## src/rtl/conf_dispatcher.sv

```systemverilog
// Configuration dispatcher: presents (target, data) words on the shared conf_bus/sel port,
// holds sel until the addressed target acknowledges, and records the first error since reset.
module conf_dispatcher #(
  parameter int DATA_WIDTH   = 8,
  parameter int SELECT_WIDTH = 3,
  parameter int TIMEOUT      = 16
) (
  input  logic                      conf_clk,
  input  logic                      reset,
  input  logic                      in_valid,
  input  logic [DATA_WIDTH-1:0]     in_data,
  input  logic [SELECT_WIDTH-1:0]   in_sel,
  output logic                      in_ready,
  output logic [DATA_WIDTH-1:0]     conf_bus,
  output logic [SELECT_WIDTH-1:0]   sel,
  input  logic [2**SELECT_WIDTH-1:0] conf_ack,
  output logic                      busy,
  output logic                      cfg_done,
  output logic [7:0]                cfg_count,
  output logic [1:0]                err_code,
  output logic [SELECT_WIDTH-1:0]   err_sel
);

  localparam int NT = 2**SELECT_WIDTH;
  localparam logic [7:0] LAST_TICK = 8'(TIMEOUT - 1);

  localparam logic [1:0] ERR_NONE    = 2'b00;
  localparam logic [1:0] ERR_TIMEOUT = 2'b01;
  localparam logic [1:0] ERR_ACKED   = 2'b10;
  localparam logic [1:0] ERR_NULL    = 2'b11;

  typedef enum logic [1:0] {IDLE, WAIT_ACK, RELEASE} state_t;

  state_t                    state_reg, state_next;
  logic [DATA_WIDTH-1:0]     bus_reg, bus_next;
  logic [SELECT_WIDTH-1:0]   sel_reg, sel_next;
  logic [7:0]                tick_reg, tick_next;
  logic                      done_reg, done_next;
  logic [7:0]                count_reg, count_next;
  logic [1:0]                err_code_reg, err_code_next;
  logic [SELECT_WIDTH-1:0]   err_sel_reg, err_sel_next;

  // Per-target ack decode; target 0 is "no target" and never acknowledges.
  logic [NT-1:0] in_hit, cur_hit;
  for (genvar gi = 0; gi < NT; gi++) begin : g_ack
    assign in_hit[gi]  = (gi != 0) && conf_ack[gi] && (in_sel  == SELECT_WIDTH'(gi));
    assign cur_hit[gi] = (gi != 0) && conf_ack[gi] && (sel_reg == SELECT_WIDTH'(gi));
  end

  logic in_acked, cur_acked;
  assign in_acked  = |in_hit;
  assign cur_acked = |cur_hit;

  always_ff @(posedge conf_clk or posedge reset) begin
    if (reset) begin
      state_reg    <= IDLE;
      bus_reg      <= '0;
      sel_reg      <= '0;
      tick_reg     <= '0;
      done_reg     <= 1'b0;
      count_reg    <= '0;
      err_code_reg <= ERR_NONE;
      err_sel_reg  <= '0;
    end else begin
      state_reg    <= state_next;
      bus_reg      <= bus_next;
      sel_reg      <= sel_next;
      tick_reg     <= tick_next;
      done_reg     <= done_next;
      count_reg    <= count_next;
      err_code_reg <= err_code_next;
      err_sel_reg  <= err_sel_next;
    end
  end

  always_comb begin
    state_next    = state_reg;
    bus_next      = bus_reg;
    sel_next      = sel_reg;
    tick_next     = tick_reg;
    done_next     = 1'b0;
    count_next    = count_reg;
    err_code_next = err_code_reg;
    err_sel_next  = err_sel_reg;

    case (state_reg)
      IDLE: begin
        sel_next = '0;
        if (in_valid) begin
          if (in_sel == '0) begin
            if (err_code_reg == ERR_NONE) begin
              err_code_next = ERR_NULL;
              err_sel_next  = in_sel;
            end
          end else if (in_acked) begin
            // Target already latched a word; it would silently drop this one.
            if (err_code_reg == ERR_NONE) begin
              err_code_next = ERR_ACKED;
              err_sel_next  = in_sel;
            end
          end else begin
            bus_next   = in_data;
            sel_next   = in_sel;
            tick_next  = '0;
            state_next = WAIT_ACK;
          end
        end
      end
      WAIT_ACK: begin
        tick_next = tick_reg + 8'd1;
        if (cur_acked) begin
          sel_next   = '0;
          done_next  = 1'b1;
          count_next = (count_reg == 8'hFF) ? count_reg : count_reg + 8'd1;
          state_next = RELEASE;
        end else if (tick_reg == LAST_TICK) begin
          sel_next   = '0;
          state_next = RELEASE;
          if (err_code_reg == ERR_NONE) begin
            err_code_next = ERR_TIMEOUT;
            err_sel_next  = sel_reg;
          end
        end
      end
      RELEASE: begin
        sel_next   = '0;
        state_next = IDLE;
      end
      default: begin
        sel_next   = '0;
        state_next = IDLE;
      end
    endcase
  end

  assign in_ready  = (state_reg == IDLE) && !reset;
  assign busy      = (state_reg != IDLE);
  assign conf_bus  = bus_reg;
  assign sel       = sel_reg;
  assign cfg_done  = done_reg;
  assign cfg_count = count_reg;
  assign err_code  = err_code_reg;
  assign err_sel   = err_sel_reg;

endmodule

```

## config.mk

```make
export PLATFORM = sky130hd
export DESIGN_NAME = conf_dispatcher
export DESIGN_NICKNAME = d
export VERILOG_FILES = /design/src/rtl/conf_dispatcher.sv
export SDC_FILE = /design/constraint.sdc
export NUM_CORES = 1
export LEC_CHECK = 0
export BUFFER_PORTS_ARGS = -buffer_cell sky130_fd_sc_hd__buf_2
export CORE_MARGIN = 5
export CORE_UTILIZATION = 30
export CTS_CLUSTER_SIZE = 8
export DETAILED_ROUTE_END_ITERATION = 8
export PLACE_DENSITY_LB_ADDON = 0.25
export SYNTH_ARGS = -nofsm -noshare
export SYNTH_HDL_FRONTEND = slang
export SYNTH_SLANG_ARGS = --single-unit
```

## constraint.sdc

```tcl
create_clock -name conf_clk -period 1.85 [get_ports conf_clk]
set_input_delay 0.0925 -clock conf_clk [delete_from_list [all_inputs] [get_ports conf_clk]]
set_output_delay 0.0925 -clock conf_clk [all_outputs]
set_load 0.01 [all_outputs]
```

Word-level counts from Yosys, hierarchy flattened. Cells that the tools add are included.

Register bits after elaboration: 35. Input bits: 22. Output and inout port bits: 27. Logic and storage cells: 103.

Add/subtract/negate cells: 2. Equal/unequal tests: 26. Multiplexer cells: 35. Bitwise gates (word level): 3. Reduce and logical (&&, ||, !) cells: 29.

Operators with widths (number): $mux 3 (12); $mux 2 (13); $eq 3x3->1 const B (8); $mux 8 (3); $add 8x1->8 const B (2); $pmux 8 s2 (1); $logic_and 1x1->1 (15); $ne 2x2->1 const B (7); $reduce_or 7->1 (2); $eq 3x2->1 const B (4); $pmux 3 s2 (2); $reduce_and 4->1 (3); $eq 8x4->1 const B (1); $eq 8x8->1 const B (1); $pmux 2 s2 (2); $reduce_and 7->1 (1); $eq 3x1->1 const B (2); $ne 3x3->1 const B (2); $reduce_and 6->1 (1); $logic_not 2->1 (2); $reduce_bool 2->1 (2); $logic_not 3->1 (1); $not 1->1 (3); $reduce_and 3->1 (1); other kinds (3) (4).

Depth between registers and ports, before layout. Gate-level depths: netlist of the first run.

Depth after elaboration: 7. Depth in mapped cells: 7. Gate-level depth less buffers: 6.

Worst setup path after synthesis of the first run. OpenSTA, ideal clock, no wires.

Kind: register to register. Start: reg sel_reg[1] (netlist: sel[1]). End: reg count_reg[1] (netlist: cfg_count[1]). Setup time: 0.127 ns. Arrival: 1.829 ns. Data required time: 1.723 ns. Setup slack: -0.107 ns. Cell stages (with the launch flop): 7. Buffers on the path: 1. Period minus slack after synthesis: 1.957 ns. Path through: dfrtp_1 -> mux2_2 -> a221oi_2 -> nor3_4 -> buf_6 -> and2_4 -> mux2_1.

Cells in the longest elaborated chain, start to end: 4. Elaborated cells between the ends (all ways): 16. Classes of those cells: 7 x eq/ne; 9 x reduce/logical.

RTL lines: from (decl) (RTL line 36) `logic [SELECT_WIDTH-1:0] sel_reg, sel_next;`; from (signal assigned) (RTL line 67) `sel_reg <= sel_next;`; $eq 3x1->1 (tied with other cells) (RTL line 47) `assign cur_hit[gi] = (gi != 0) && conf_ack[gi] && (sel_reg == SELECT_WIDTH'(gi));`; $logic_and 1x1->1 (RTL line 47); $reduce_or 7->1 (*) (RTL line 52) `assign cur_acked = |cur_hit;`; $reduce_and 3->1 (no line) (*); to (signal assigned) (RTL line 70) `count_reg <= count_next;`; to (decl) (RTL line 39) `logic [7:0] count_reg, count_next;`.

Every way passes the cells marked *; elsewhere a longest branch is shown, timed or not. A chain may end at the register's enable or synchronous reset.

Worst setup path after layout of the first run.
Start: reg sel_reg[1] (netlist: sel[1]). End: reg err_sel_reg[1] (netlist: err_sel[1]).

Cells in the longest elaborated chain, start to end: 5. Elaborated cells between the ends (all ways): 21. Classes of those cells: 8 x eq/ne; 4 x mux; 9 x reduce/logical.

RTL lines: $eq 3x1->1 (tied with other cells) (RTL line 47); $logic_and 1x1->1 (RTL line 47); $reduce_or 7->1 (RTL line 52); $ne 2x2->1 (no line); $reduce_and 6->1 (no line); to (signal assigned) (RTL line 72) `err_sel_reg <= err_sel_next;`; to (decl) (RTL line 41) `logic [SELECT_WIDTH-1:0] err_sel_reg, err_sel_next;`.

Parallel ways exist; a longest one is shown, timed or not. The select of a mux whose other input is x is not followed.

==> impl_metrics.ini, run 1 <==
[status]
outcome = finished, violations left
violations = negative setup slack

[synth]
async_flop_share_pct = 100
syn_nets = 174
netlist.area_leader.share_pct = 48.3
yosys.area.top_type = dfrtp_1
post-synth-top-count-cell = dfrtp_1
yosysSeqAreaShare_pct = 48.3
yosys-top-cells-area = dfrtp_1 48%, mux2_2 11%, a22o_1 3.4%
syn_inst = 150
ys_ff_latch = 35
synth_cell_type_count = 44
netlist_area_sq_mm = 0.00181
synth-edff-count = 0
synth_common_cells = 35 x dfrtp_1, 18 x mux2_2, 9 x nand3_1, 9 x nor2_1, 7 x a22o_1
ys.flop_type = dfrtp_1
syn_avg_cell_area_sq_um = 12.1
synth_warnings = 0

[worst_setup_path]
crit_fanout = 4
critical_path_class = flop to flop
critPathTopFamily = multiplexers
crit_chain = mux2_4 -> a221oi_4 -> nor3_4 -> nor3_4 -> mux2_2
cp_slowest_cell = dfrtp_2
max_stage_delay_ps = 440
startpoint_type = flop
critPathCaptureType = flop
required_ps = 2020
crit_buf_inv = 0
crit_top_cell = nor3_4
arrival_ps = 2050

[timing]
rsz0062_at_grt = true
drv_slew = 0
worst_pin_slew_ps = 439
fin_crit_ps = 1880
hold_violations = 0
setup_ws_ps = -32.2
fmax_ghz = 0.531
hold_ws_ps = 41.0
relSlewSlack_pct = 70.8
setup_viol = 4
finClkSkew_ps = 4.31
fin_crit_sh_pct = 102

[clocking]
clkSlewWorstSetupHoldPaths_ps = 70
clock_latency_ps = 280
clockRootBuffer = clkbuf_8
cts.sinks = 35
cts_tree = yes
h-tree-depth = 2
cts_buffers = 5
clockBufferDepth = 2

[pwr]
vdd_ir_drop_max_mv = 0.417
powerDensity_mw_per_mm2 = 1270
leakage_nw = 1.18

[global_routing]
grt_max_degree = 36
grt_usage_pct = 11.3
antenna_found_initial = 0
grt_pass1_vias = 1411
grt_pass1_wl_microns = 6840
grt_overflow_total = 0

[routing]
drtAntennaViolNets = 0
via_per_inst = 4.69
drt-total-wl_microns = 4080
route.met3.wl_microns = 161
drcViolationCount = 0
wl_met1_microns = 1930
via_count = 1393
wl_met2_microns = 1960
highest_layer = met4
drtIter0Drc = 53
drtPass1Iterations = 2
routedWlPerCell_microns = 13.7

[placed_design]
routabilityCongestion = 0.756
portBuffers = 47
pre_cts_slack_ps = -67.6
place_area_sq_mm = 0.00223
dp_hpwl_microns = 3110

[finish]
drive_gt1_share_pct = 51.4
syn2layout_area_growth_pct = 31.6
diodes = 0
design_area_sq_mm = 0.00239
nets = 246

[floorplan]
die_w_microns = 87.7
core_area_sq_mm = 0.00589
ioPinCount = 49
row_count = 28
start_util_pct = 30.8
die-area_sq_mm = 0.00770
die_y_microns = 87.7

[flow_run]
cap_violations = 0

[min_path]
min_path_type = input pin to flop
## power by group
| group | internal (W) | switching, W | total (W) |
|---|---|---|---|
| sequential | 0.00101 | 0.000196 | 0.00121 |
| clock | 0.000292 | 0.000257 | 0.000549 |
| combinational | 0.000648 | 0.000611 | 0.00126 |
| total | 0.00195 | 0.00106 | 0.00302 |
## metal layers
layer	up-vias	global-route usage, %
met2	21	18.0
met1	681	15.2
met4	0	2.51
li1	687	-
met3	4	3.39
met5	-	0
## per-stage QoR
stage                     utilization, %  TNS [ps]  cells  total power (W)
after floorplan                        -     -32.7    150          0.00203
after global placement              38.0      -128    285          0.00246
after detailed placement            38.0      -224    285          0.00247
after CTS                           39.9      -158    294          0.00304
after global routing                40.5      -474    297          0.00325
final                               40.5      -119    297          0.00302
## layout make-up
type,count,area [sq um]
Fill cell,592,3500
Multi-Input combinational cell,105,895
Sequential cell,35,877
Timing Repair Buffer,70,414
Tap cell,75,93.8
Clock buffer,6,82.6
Inverter,5,18.8
Clock inverter,1,5.00
## cells by family (layout without fill, tap and decap cells)
| kind of cell | count (synthesis) | count (layout) | synth area share, % |
|---|---|---|---|
| simple gates | 47 | 47 | 16.4 |
| fa+ha+maj | 2 | 2 | 1.38 |
| compound gates | 26 | 26 | 10.8 |
| mux | 24 | 24 | 15.9 |
| buf+inv | 10 | 82 | 4.28 |
| flops | 35 | 35 | 48.3 |
| xor+xnor | 6 | 6 | 2.90 |
## cells in the final DEF (no fill, tap or decap), types with 2 or more instances in the layout
cell type	n
inv_1	5
nand3_1	9
ha_1	2
buf_4	21
mux2i_1	3
clkbuf_8	6
nor2_1	9
buf_2	47
mux2_2	17
nor3_1	2
nand2_1	4
and3_2	2
a22o_1	7
nor3_4	2
dfrtp_1	34
a21oi_1	4
and3_1	6
xnor2_1	5
mux4_2	2
o21ai_0	3
## what timing repair did
action,in CTS,in global routing
setup endpoints to repair,4,11
buffers inserted,1,3
endpoints found under the hold margin,35,0
pin swaps,0,1
resized for setup,1,5
hold buffers,1,0
## path summary, 6_finish.rpt
path                                   start  slack [ps]  cells past startpoint           end
worst max-delay path                  sel[1]         -30                      5    err_sel[1]
worst min-delay path              in_data[2]          40                      2   conf_bus[2]
worst max register to register        sel[1]         -30                      5    err_sel[1]
worst min register to register  cfg_count[4]         500                      1  cfg_count[4]
max in group asynchronous              reset        1050                      4        sel[1]
min in group asynchronous              reset         470                      4   tick_reg[2]
(Power assumes the default switching activity.)
==> run 2: changes to the inputs <==
- CORE_UTILIZATION: 30 -> 47
==> impl_metrics.ini, run 2 (same netlist as run 1, synthesis figures left out) <==
[status]
outcome = finished, violations left
violations = negative setup slack

[timing]
drv_slew = 0
setup_tns_ps = -219
fmax_ghz = 0.520
relSlewSlack_pct = 74.0
fin_crit_sh_pct = 104
finClkSkew_ps = 5.34
worst_pin_slew_ps = 387
rsz0062_at_grt = true
hold_violations = 0
setup_viol = 4
fin_crit_ps = 1920
setup_ws_ps = -74.3

[clocking]
clock_latency_ps = 300
clockBufferDepth = 2
h-tree-depth = 2
clockRootBuffer = clkbuf_8
cts_tree = yes
cts_buffers = 5
clkSlewWorstSetupHoldPaths_ps = 80
cts.sinks = 35

[flow_run]
cap_violations = 0

[global_routing]
grt_pass1_vias = 1527
busiest_layer = met2
grt_pass1_wl_microns = 7120
grt_use_met3_pct = 5.54
grt_usage_pct = 17.8
grt_max_degree = 27
antenna_found_initial = 0
use_met2_pct = 30.8
grtUsageMet1_pct = 20.7
grt_overflow_total = 0

[worst_setup_path]
r2r_cells = 5
arrival_ps = 2100
cp_slowest_cell = dfrtp_2
reg2reg_to = err_sel[1]
crit_fanout = 4
crit_chain = mux2_4 -> a221oi_4 -> nor3_4 -> nor3_4 -> mux2_4
crit_path_start = sel[1]
critPathCaptureType = flop
max_stage_delay_ps = 440
critical_path_class = flop to flop
required_ps = 2030
r2r_start = sel[1]
startpoint_type = flop
reg2reg_setup_slack_ps = -70

[routing]
routedWlPerCell_microns = 15.8
drt-total-wl_microns = 4220
drcViolationCount = 0
drtAntennaViolNets = 0
drtPass1Iterations = 4
drtIter0Drc = 80
via_per_inst = 5.43
via_count = 1449

[placed_design]
routabilityCongestion = 0.924
portBuffers = 47
place_area_sq_mm = 0.00217
dp_hpwl_microns = 3160

[floorplan]
ioPinCount = 49
core_area_sq_mm = 0.00369
die_w_microns = 72.1
row_count = 22
start_util_pct = 49.2
die-area_sq_mm = 0.00520
die_y_microns = 72.1

[pwr]
vdd_ir_drop_max_mv = 0.806
power_w = 0.00334
powerDensity_mw_per_mm2 = 1410
leakage_nw = 1.18

[finish]
drive_gt1_share_pct = 49.8
diodes = 0
final_common_cell = buf_2
nets = 242
final_cell_mix = 47 x buf_2, 34 x dfrtp_1, 17 x buf_4
design_area_sq_mm = 0.00237
syn2layout_area_growth_pct = 30.5

[min_path]
holdPathEnd = conf_bus[6]
holdPathStages = 2
hold_start = in_data[6]
min_path_type = input pin to flop
## run 2: changes by cell type in the layout (fill, tap and decap cells not counted), sizes merged
cell      previous run  this run
bufinv               0         2
clkbuf               6         5
buf                 69        65
clkinvlp             0         1
clkinv               1         0
## run 2: stage by stage
stage | cells | worst slack, ps | utilization [%] | hold slack, ps
floorplan | 150 | -10.7 | - | 232
global placement | 254 | -17.7 | 58.9 | 70.2
detailed placement | 254 | -85.3 | 58.9 | 88.6
CTS | 266 | -97.5 | 63.8 | 18.7
global route | 267 | -124 | 64.1 | 19.0
finish | 267 | -74.3 | 64.1 | 22.8
## run 2: routing by layer
metal  wire length [microns]  vias to the layer above  share of wire, %
met5                       0                        -                 0
met4                      58                        0               1.4
met3                     255                        7               6.0
met2                    2110                       42                50
met1                    1800                      712                43
li1                        -                      688                 -
## run 2: power by group
part / leakage (nW) / switching (W) / internal [W]
Clock: 0.0644 / 0.000297 / 0.000538
Combinational: 0.664 / 0.000618 / 0.000662
Sequential: 0.448 / 0.000212 / 0.00101
Total: 1.18 / 0.00113 / 0.00221
## run 2: repair_timing
action / in CTS / in global routing
hold buffers: 1 / 0
endpoints found under the setup margin: 4 / 5
endpoints found under the hold margin: 9 / 0
resized for setup: 4 / 2
cloned: 0 / 0
buffers inserted: 3 / 1
pin swaps: 3 / 3
## run 2: final cells by class
type                    count  area [sq um]
multi-input cells         105           890
inverters                   5          18.8
flip-flops and latches     35           877
clock buffers               5          68.8
fillers                   307          1320
clock inverters             3          67.6
well taps                  48          60.1
repair buffers             66           384
## run 2: worst max-delay path, delay by kind of cell, from the launching register on
family | cells | cell delay, ps
DFF | 1 | 440
and+or+nand+nor | 2 | 380
AOI/OAI and AO/OA | 1 | 340
muxes | 2 | 660
## run 2: how the worst max path moves through the flow
| stage | endpoint | slack, ps | depth (start not counted) |
|---|---|---|---|
| detailed placement | err_sel[1] | -90 | 5 |
| global route | err_sel[1] | -120 | 5 |
| CTS | err_sel[1] | -100 | 5 |
| floorplan | cfg_count[1] | -10 | 6 |
| global placement | err_sel[0] | -20 | 5 |
| finish | err_sel[1] | -70 | 5 |
